## config.mk

```make
export PLATFORM = sky130hd
export DESIGN_NAME = vector_serialize
export DESIGN_NICKNAME = d
export VERILOG_FILES = /design/src/rtl/vector_serialize.sv
export SDC_FILE = /design/constraint.sdc
export NUM_CORES = 1
export LEC_CHECK = 0
export ABC_AREA = 1
export CAP_MARGIN = 0
export CORE_ASPECT_RATIO = 1.4
export CORE_MARGIN = 5
export CORE_UTILIZATION = 30
export CTS_BUF_LIST = sky130_fd_sc_hd__clkbuf_2
export CTS_CLUSTER_DIAMETER = 30
export DETAILED_ROUTE_END_ITERATION = 6
export PLACE_DENSITY_LB_ADDON = 0.15
export SLEW_MARGIN = 20
export SYNTH_ARGS = -nofsm -noshare
export SYNTH_HDL_FRONTEND = slang
export SYNTH_SLANG_ARGS = --single-unit
```

## constraint.sdc

```tcl
create_clock -name clk -period 5.35 [get_ports clk]
set_clock_uncertainty 0.05 [all_clocks]
set_input_delay 0.535 -clock clk [delete_from_list [all_inputs] [get_ports clk]]
set_output_delay 0.535 -clock clk [all_outputs]
set_load 0.005 [all_outputs]
```

## src/rtl/vector_serialize.sv

```systemverilog
// Buffers 64-bit words in a small FIFO and streams each one out as eight bytes, MSB first.
// Also flags nonzero pad fields in [31:24] and counts fully emitted words.
module vector_serialize #(
  parameter int DEPTH = 2
) (
  input  logic        clk,
  input  logic        rst,
  input  logic        in_valid,
  input  logic [63:0] in_data,
  output logic        in_ready,
  output logic        out_valid,
  output logic [7:0]  out_data,
  output logic        out_last,
  input  logic        out_ready,
  output logic        pad_err,
  output logic [15:0] word_count
);
  localparam int AW = $clog2(DEPTH);
  localparam logic [AW:0] CNT_FULL = (AW+1)'(DEPTH);

  typedef enum logic {S_IDLE, S_SHIFT} state_t;

  logic [63:0]   r_mem [DEPTH];
  logic [AW-1:0] r_wptr, r_rptr;
  logic [AW:0]   r_count;
  state_t        r_state, w_next_state;
  logic [63:0]   r_shift;
  logic [2:0]    r_idx;
  logic          r_pad;
  logic [15:0]   r_word_count;
  logic          w_push, w_pop, w_empty, w_hs, w_last;

  // Ready looks only at the registered count, so a same-cycle pop never frees a slot.
  assign in_ready = rst && (r_count != CNT_FULL);
  assign w_push   = in_valid && in_ready;
  assign w_empty  = (r_count == '0);
  assign w_last   = (r_state == S_SHIFT) && (r_idx == 3'd7);
  assign w_hs     = out_valid && out_ready;

  assign out_valid  = (r_state == S_SHIFT);
  assign out_data   = (r_state == S_SHIFT) ? r_shift[{3'd7 - r_idx, 3'b000} +: 8] : 8'h00;
  assign out_last   = w_last;
  assign pad_err    = r_pad;
  assign word_count = r_word_count;

  always_comb begin
    w_next_state = r_state;
    w_pop        = 1'b0;
    case (r_state)
      S_IDLE: if (!w_empty) begin
        w_next_state = S_SHIFT;
        w_pop        = 1'b1;
      end
      S_SHIFT: if (w_hs && w_last) begin
        // Reload straight from the FIFO so consecutive words have no bubble.
        if (!w_empty) w_pop = 1'b1;
        else          w_next_state = S_IDLE;
      end
      default: w_next_state = S_IDLE;
    endcase
  end

  always_ff @(posedge clk) begin
    if (w_push) r_mem[r_wptr] <= in_data;
  end

  always_ff @(posedge clk) begin
    if (!rst) begin
      r_wptr       <= '0;
      r_rptr       <= '0;
      r_count      <= '0;
      r_state      <= S_IDLE;
      r_shift      <= '0;
      r_idx        <= '0;
      r_pad        <= 1'b0;
      r_word_count <= '0;
    end else begin
      r_state <= w_next_state;
      if (w_push) r_wptr <= r_wptr + 1'b1;
      if (w_pop)  r_rptr <= r_rptr + 1'b1;
      case ({w_push, w_pop})
        2'b10:   r_count <= r_count + 1'b1;
        2'b01:   r_count <= r_count - 1'b1;
        default: r_count <= r_count;
      endcase
      if (w_pop) begin
        r_shift <= r_mem[r_rptr];
        r_idx   <= 3'd0;
      end else if (w_hs) begin
        r_idx <= r_idx + 3'd1;
      end
      if (w_push && (in_data[31:24] != 8'h00)) r_pad <= 1'b1;
      if (w_hs && w_last) r_word_count <= r_word_count + 16'd1;
    end
  end
endmodule

```

# == Yosys cells after proc, flatten, opt, wreduce, memory -nomap -nowiden ==
# Memory sizes are Yosys's and may differ from the RTL's. A register that Yosys moved wholly into a read port is not among the register bits.
# Index checks and enable logic that the tools add are counted.
# totals
regBits,25
mem_bits_rw,128
in_bits,68
out_inout_bits,28
elab_cells,42
memories,1
# memory_table
name,words,width,read_ports,rd_clocked_by_memory_dff,wr,line,rtl
r_mem,2,64,1,1,1,23,logic [63:0] r_mem [DEPTH];
# op_classes
addsub,7
eq_ne,4
shift,1
mux,9
bitwise_logic,2
reduce_logical,11
# op_table
cell,count
64-bit by 7-bit variable part select with 8-bit output,1
"16-bit by 1-bit adder with 16-bit output, second input constant",1
8-bit two-way mux,1
8-bit nonzero test,1
1-bit logical AND,6
1-bit two-way mux,5
1-bit case mux with 2 select lines,2
2-bit case mux with 2 select lines,1
"3-bit by 1-bit adder with 3-bit output, second input constant",1
"3-bit == test, second input constant",1
"3-bit subtractor, first input constant",1
"1-bit adder, second input constant",2
"2-bit by 1-bit adder with 2-bit output, second input constant",1
"2-bit by 1-bit == test with 1-bit output, second input constant",1
"2-bit == test, second input constant",1
2-bit logical NOT,1
"2-bit != test, second input constant",1
1-bit NOT,2
2-bit nonzero test,1
2-bit OR reduction,1
"2-bit by 1-bit subtractor with 2-bit output, second input constant",1
1-bit logical NOT,1

# == Logic depth before layout (Yosys ltp) ==
# Gate-level depths: netlist (run 1).
# depth
word_depth,7
ltp_mapped,10
ltp_nobuf,10

# == Worst setup path after synthesis (run 1) ==
# No wires, ideal clock.
# synth_path
path_type,in2reg
start,input rst
end,memory r_mem[0][0] (enable)
setup_time_ns,0.487
arrival_ns,3.663
required_ns,4.813
slack_ns,1.151
cell_stages,4
path_buffers,0
cell_sequence,inv_1 a21oi_1 nand2_1 nor2_1
# synth_between
elab_chain_cells,4
# synth_lines
element,line,rtl
"start, declared",7,"input logic rst,"
1-bit logical AND,34,assign in_ready = rst && (r_count != CNT_FULL);
net in_ready,10,"output logic in_ready,"
1-bit logical AND,35,assign w_push = in_valid && in_ready;
1-bit two-way mux,64,if (w_push) r_mem[r_wptr] <= in_data;
1-bit two-way mux (not written as such),64,
"end, declared",23,
# The timed path passes the listed nets, and every way through them passes these cells.

# == Final worst setup path (run 1) ==
# layout_path
start,register r_idx[1]
end,output out_data[2]
# layout_between
elab_chain_cells,3
# layout_lines
element,line,rtl
"start, declared",28,logic [2:0] r_idx;
"start signal, assigned",90,r_idx <= r_idx + 3'd1;
3-bit subtractor,41,"assign out_data = (r_state == S_SHIFT) ? r_shift[{3'd7 - r_idx, 3'b000} +: 8] : 8'h00;"
64-bit by 7-bit variable part select with 8-bit output,41,
8-bit two-way mux,41,
"end, declared",12,"output logic [7:0] out_data,"
# Every way passes these cells.

==> results.toml, run 1 <==
[route]
drt_iter0_markers = 297
vias = 6455
ant_nets = 0
drc = 0
finalWirelength_mm = 21.4
wl_per_cell_um = 14.7
dr.pass1.iters = 4
viasPerCell = 4.45

[sta]
period_needed_ps = 3660
setup_violations = 0
clock.fmax_ghz = 0.273
tns_ps = 0
period_share_pct = 68.4
rsz0062_at_grt = "no"
worstMarginPinSlew_ps = 869
slew_violations = 0
relSlewSlack_pct = 42.0
hold_viol = 0

[finish]
nFillCells = 3012
instances_no_fill = 1450
stdcell_area_sq_um = 10500
drive_gt1_share_pct = 11.8
multi_input_area_sq_um = 2760
final_common_cell = "nand2_1"
seq_area_sq_um = 5630
layout_common_cells = "238 x nand2_1, 194 x nor2_1, 128 x edfxtp_1"
post-route-util_pct = 36.1
area_growth_pct = 19.7
finalNetCount = 1098

[clock_tree]
clk_pin_slew_ps = 110
cts.sinks = 217
htreeDepth = 2
clk_latency_ps = 840
cts_tree = "yes"
root_buffer = "clkbuf_2"
post_cts_resized = 0
cts_hold_buf = 0
post-cts-setup-buffer-count = 0
cts_buffers = 53
clock_path_buffers = 3

[power]
total_power_mw = 4.78
irDropWorstVdd_mv = 0.247
power.density_nw_per_um2 = 457
power.leakage_nw = 4.09

[die]
io_pins = 96
initial_core_util_pct = 30.2
rows = 74
die_w_um = 154
coreArea_sq_um = 29000
die_area_sq_um = 32700
die_y_um = 212

[setup_path]
cp.arrival_ps = 3070
r2r-start = "r_idx[1]$_SDFFE_PP0P_"
end_kind = "output port"
crit_end = "out_data[2]"
path_class = "reg -> out"
worstSetupStartpoint = "r_idx[1]$_SDFFE_PP0P_"
critPathMaxFanout = 27
cp_data_required_time_ps = 4760
r2r_end = "r_count[1]$_SDFFE_PN0P_"
reg2reg_depth = 9
rrSetupSlack_ps = 2270
startpoint_type = "register"

[placed_design]
dp_hpwl_mm = 13.2
port_buffers = 95
gp_congestion = 0.782
dpl_cell_area_sq_um = 9980
dp.cells = 1351

[synth]
synth_flop_cell = "edfxtp_1"
netlist_top_cells_area = "edfxtp_1 44%, dfxtp_1 20%, nand2_1 10%"
syn_area_sq_um = 8740
synth_top_cell_area_share_pct = 44.0
synthCells = 918
synth_nets = 990
yosysSeqAreaShare_pct = 64.4
synth_edf_count = 128
yosys_register_bits = 217
syn_avg_cell_area_sq_um = 9.52
synth_cell_type_count = 30
async_reset_ff_share_pct = 0
synth_warnings = 0
yosys.area.top_type = "edfxtp_1"

[status]
status = "completed"

[global_routing]
antenna_found_initial = 1
grt_overflow = 0
grt_pass1_wl_mm = 33.8
gr-usage-all-layers_pct = 12.9
grt_max_degree = 76
grt_pass1_vias = 6413

[flow_run]
drv_cap = 0

[min_path]
hp-class = "in -> reg"
## stage by stage
step	hold slack, ps	setup WS (ps)
after detailed placement	427	2150
after global routing	102	1380
after global placement	429	2220
after CTS	82.3	1510
final	219	1690
after floorplan	406	1150
## Yosys cell counts (all sizes together), types with 2 or more instances
library cell / n
a21oi: 17
ha: 4
nor3: 5
o211ai: 8
edfxtp: 128
nand2: 238
clkbuf: 24
nand4: 4
xor2: 2
nand3: 12
o21ai: 103
nor2: 218
dfxtp: 89
buf: 26
inv: 24
nor3b: 4
o22ai: 8
## sequential cells by signal, indices dropped and copies added (netlist names)
name        cells
r_mem         128
r_shift        64
word_count     16
r_idx           3
r_count         2
out_valid       1
pad_err         1
r_rptr          1
r_wptr          1
## worst max-delay path, cell delays in order, from the launching register on
cell	delay [ps]
dfxtp_1	870
o21ai_0	240
o22ai_1	280
nor2_1	60
nor2_1	240
clkdlybuf4s50_1	550
## cell families (layout without fill, tap and decap cells)
family | after synthesis | after routing | share of synthesized area, %
compound gates | 138 | 138 | 8.42
simple gates | 483 | 483 | 22.2
fa+ha+maj | 4 | 4 | 0.573
xor+xnor | 2 | 2 | 0.200
buf+inv | 74 | 225 | 4.27
flops | 217 | 217 | 64.4
other cells | 0 | 1 | 0
## layer usage
layer  track usage (%)  share of wire (%)  vias up
li1                  -                  -     3287
met1              16.0                 44     2962
met2              21.6                 48      171
met3              3.37                5.8       35
met4              4.75                2.1        0
met5                 0                  0        -
## worst min-delay path by stage
stage | startpoint | to | slack [ps] | depth (start not counted)
after global placement | r_shift[22]$_SDFFE_PN0P_ | r_shift[22]$_SDFFE_PN0P_ | 430 | 2
after global routing | in_data[22] | r_mem[0][22]$_DFFE_PP_ | 100 | 1
final | in_data[44] | r_mem[1][44]$_DFFE_PP_ | 220 | 1
after CTS | in_data[44] | r_mem[1][44]$_DFFE_PP_ | 80 | 1
after detailed placement | pad_err$_SDFFE_PN0P_ | pad_err$_SDFFE_PN0P_ | 430 | 2
after floorplan | r_shift[11]$_SDFFE_PN0P_ | r_shift[11]$_SDFFE_PN0P_ | 410 | 2
## final cells by class
class / instances / area share, %
Antenna cell: 1 / 0.0239
Clock buffer: 84 / 4.02
Clock inverter: 14 / 0.538
Inverter: 24 / 0.861
Multi-Input combinational cell: 627 / 26.3
Sequential cell: 217 / 53.8
Tap cell: 380 / 4.55
Timing Repair Buffer: 103 / 9.86
## report_power, final
| group | leakage [nW] | internal, mW | switching (mW) |
|---|---|---|---|
| Combinational | 1.81 | 0.448 | 0.954 |
| Sequential | 1.90 | 2.11 | 0.194 |
| Clock | 0.381 | 0.414 | 0.658 |
| Total | 4.09 | 2.97 | 1.81 |
No activity file was read; power rests on OpenSTA's default activity.
==> run 2: changes to the inputs <==
- clock period: 5.35 -> 3.4 ns (I/O delays scaled with it)
==> run 2 against run 1 <==
Effect of this change: final area increased by 6.6%; core utilization rose by 2.4 points; final cell count grew 5.0%; first-iteration DRC count increased by 19%; largest cell class unchanged; largest power group unchanged.
==> results.toml, run 2 (synthesized netlist as in run 1, its figures left out) <==
[sta]
period_needed_ps = 3110
setup_violations = 0
hold_viol = 0
rsz0062_at_grt = "no"
period_share_pct = 91.5
slew_violations = 0
worstMarginPinSlew_ps = 777
clock.fmax_ghz = 0.322
relSlewSlack_pct = 48.2

[die]
die_w_um = 154
initial_core_util_pct = 30.2
coreArea_sq_um = 29000
die_area_sq_um = 32700
rows = 74
die_y_um = 212
io_pins = 96

[finish]
area_growth_pct = 27.6
nFillCells = 2954
largest_register = "r_mem"
multi_input_area_sq_um = 2760
layout_common_cells = "238 x nand2_1, 194 x nor2_1, 128 x edfxtp_1"
final_common_cell = "nand2_1"
largest_reg_flops = 128
instances_no_fill = 1522
post-route-util_pct = 38.5
drive_gt1_share_pct = 12.2
seq_area_sq_um = 5630
finalNetCount = 1165

[power]
power.leakage_nw = 4.40
seq_power_share_pct = 47.4
clockPowerShare_pct = 22.9
swShare_pct = 37.9
p_int_mw = 4.81
power.switching_mw = 2.93
pwr-share-comb_pct = 29.7
power.density_nw_per_um2 = 694
irDropWorstVdd_mv = 0.307

[placed_design]
port_buffers = 95
dp_hpwl_mm = 13.6
dp.cells = 1354
gp_congestion = 0.796

[setup_path]
cp.arrival_ps = 2720
startpoint_type = "register"
cp_data_required_time_ps = 3010
path_class = "reg -> out"
critPathMaxFanout = 19
end_kind = "output port"

[route]
finalWirelength_mm = 22.0
viasPerCell = 4.36
vias = 6641
drt_iter0_markers = 354
ant_nets = 0
dr.pass1.iters = 5
wl_per_cell_um = 14.5
drc = 0

[global_routing]
grt_pass1_wl_mm = 35.1
grt_max_degree = 75
antenna_found_initial = 1
grt_pass1_vias = 6592
gr-usage-all-layers_pct = 13.4
grt_overflow = 0

[flow_run]
drv_cap = 0

[status]
status = "completed"

[clock_tree]
cts_tree = "yes"
clk_latency_ps = 840
root_buffer = "clkbuf_2"
cts.sinks = 217
clk_pin_slew_ps = 100
post-cts-setup-buffer-count = 0
htreeDepth = 2
cts_buffers = 56
clock_path_buffers = 3

[min_path]
hp-class = "in -> reg"
==> run 2: layer usage <==
layer / wire length (um) / global-route usage, % / vias to the layer above
met3: 1050 / 3.05 / 44
met4: 529 / 4.88 / 0
met5: 0 / 0 / -
li1: - / - / 3430
met1: 9910 / 17.0 / 3021
met2: 10500 / 22.4 / 146
==> run 2: critical path: stages, from the launching register on <==
cell,delay (ps)
dfxtp_4,420
inv_4,140
buf_4,230
nor2_1,70
o211ai_1,180
nand2_1,70
nor2_1,230
clkdlybuf4s50_1,550
==> run 2: area by class of cell <==
type,instances,share of cell area (%)
inverters,24,0.831
clock inverters,15,0.527
diodes,1,0.0224
multi-input cells,627,24.7
flip-flops and latches,217,50.5
repair buffers,167,15.0
clock buffers,91,4.09
well taps,380,4.26
==> run 2: per-stage QoR <==
stage	area, sq um	total power [mW]	worst slack [ps]	setup TNS, ps	hold WS, ps
after floorplan	8740	5.30	-622	-79560	389
after global placement	10000	6.04	774	0	407
after detailed placement	10000	6.03	752	0	415
after CTS	11100	7.92	36.8	0	0.617
after global routing	11100	8.38	15.3	0	1.91
final	11100	7.73	290	0	105
==> run 2: worst paths after layout <==
| path | startpoint | slack (ps) | to | cells past startpoint |
|---|---|---|---|---|
| min | in_data[27] | 110 | r_mem[0][27]$_DFFE_PP_ | 1 |
| min reg2reg | pad_err$_SDFFE_PN0P_ | 440 | pad_err$_SDFFE_PN0P_ | 2 |
| max | r_idx[0]$_SDFFE_PP0P_ | 290 | out_data[5] | 7 |
| max reg2reg | r_idx[2]$_SDFFE_PP0P_ | 900 | r_shift[59]$_SDFFE_PN0P_ | 6 |
==> run 2: repair_timing <==
item,CTS,global route
hold buffers,60,1
setup endpoints to repair,8,8
resized for setup,2,3
endpoints found under the hold margin,130,2
==> run 2: power groups by stage <==
stage,clock network (mW),logic [mW],registers [mW]
after floorplan,0,1.75,3.55
after global placement,0,2.29,3.74
after detailed placement,0,2.30,3.72
after CTS,1.87,2.38,3.67
after global routing,2.00,2.66,3.73
final,1.77,2.30,3.67
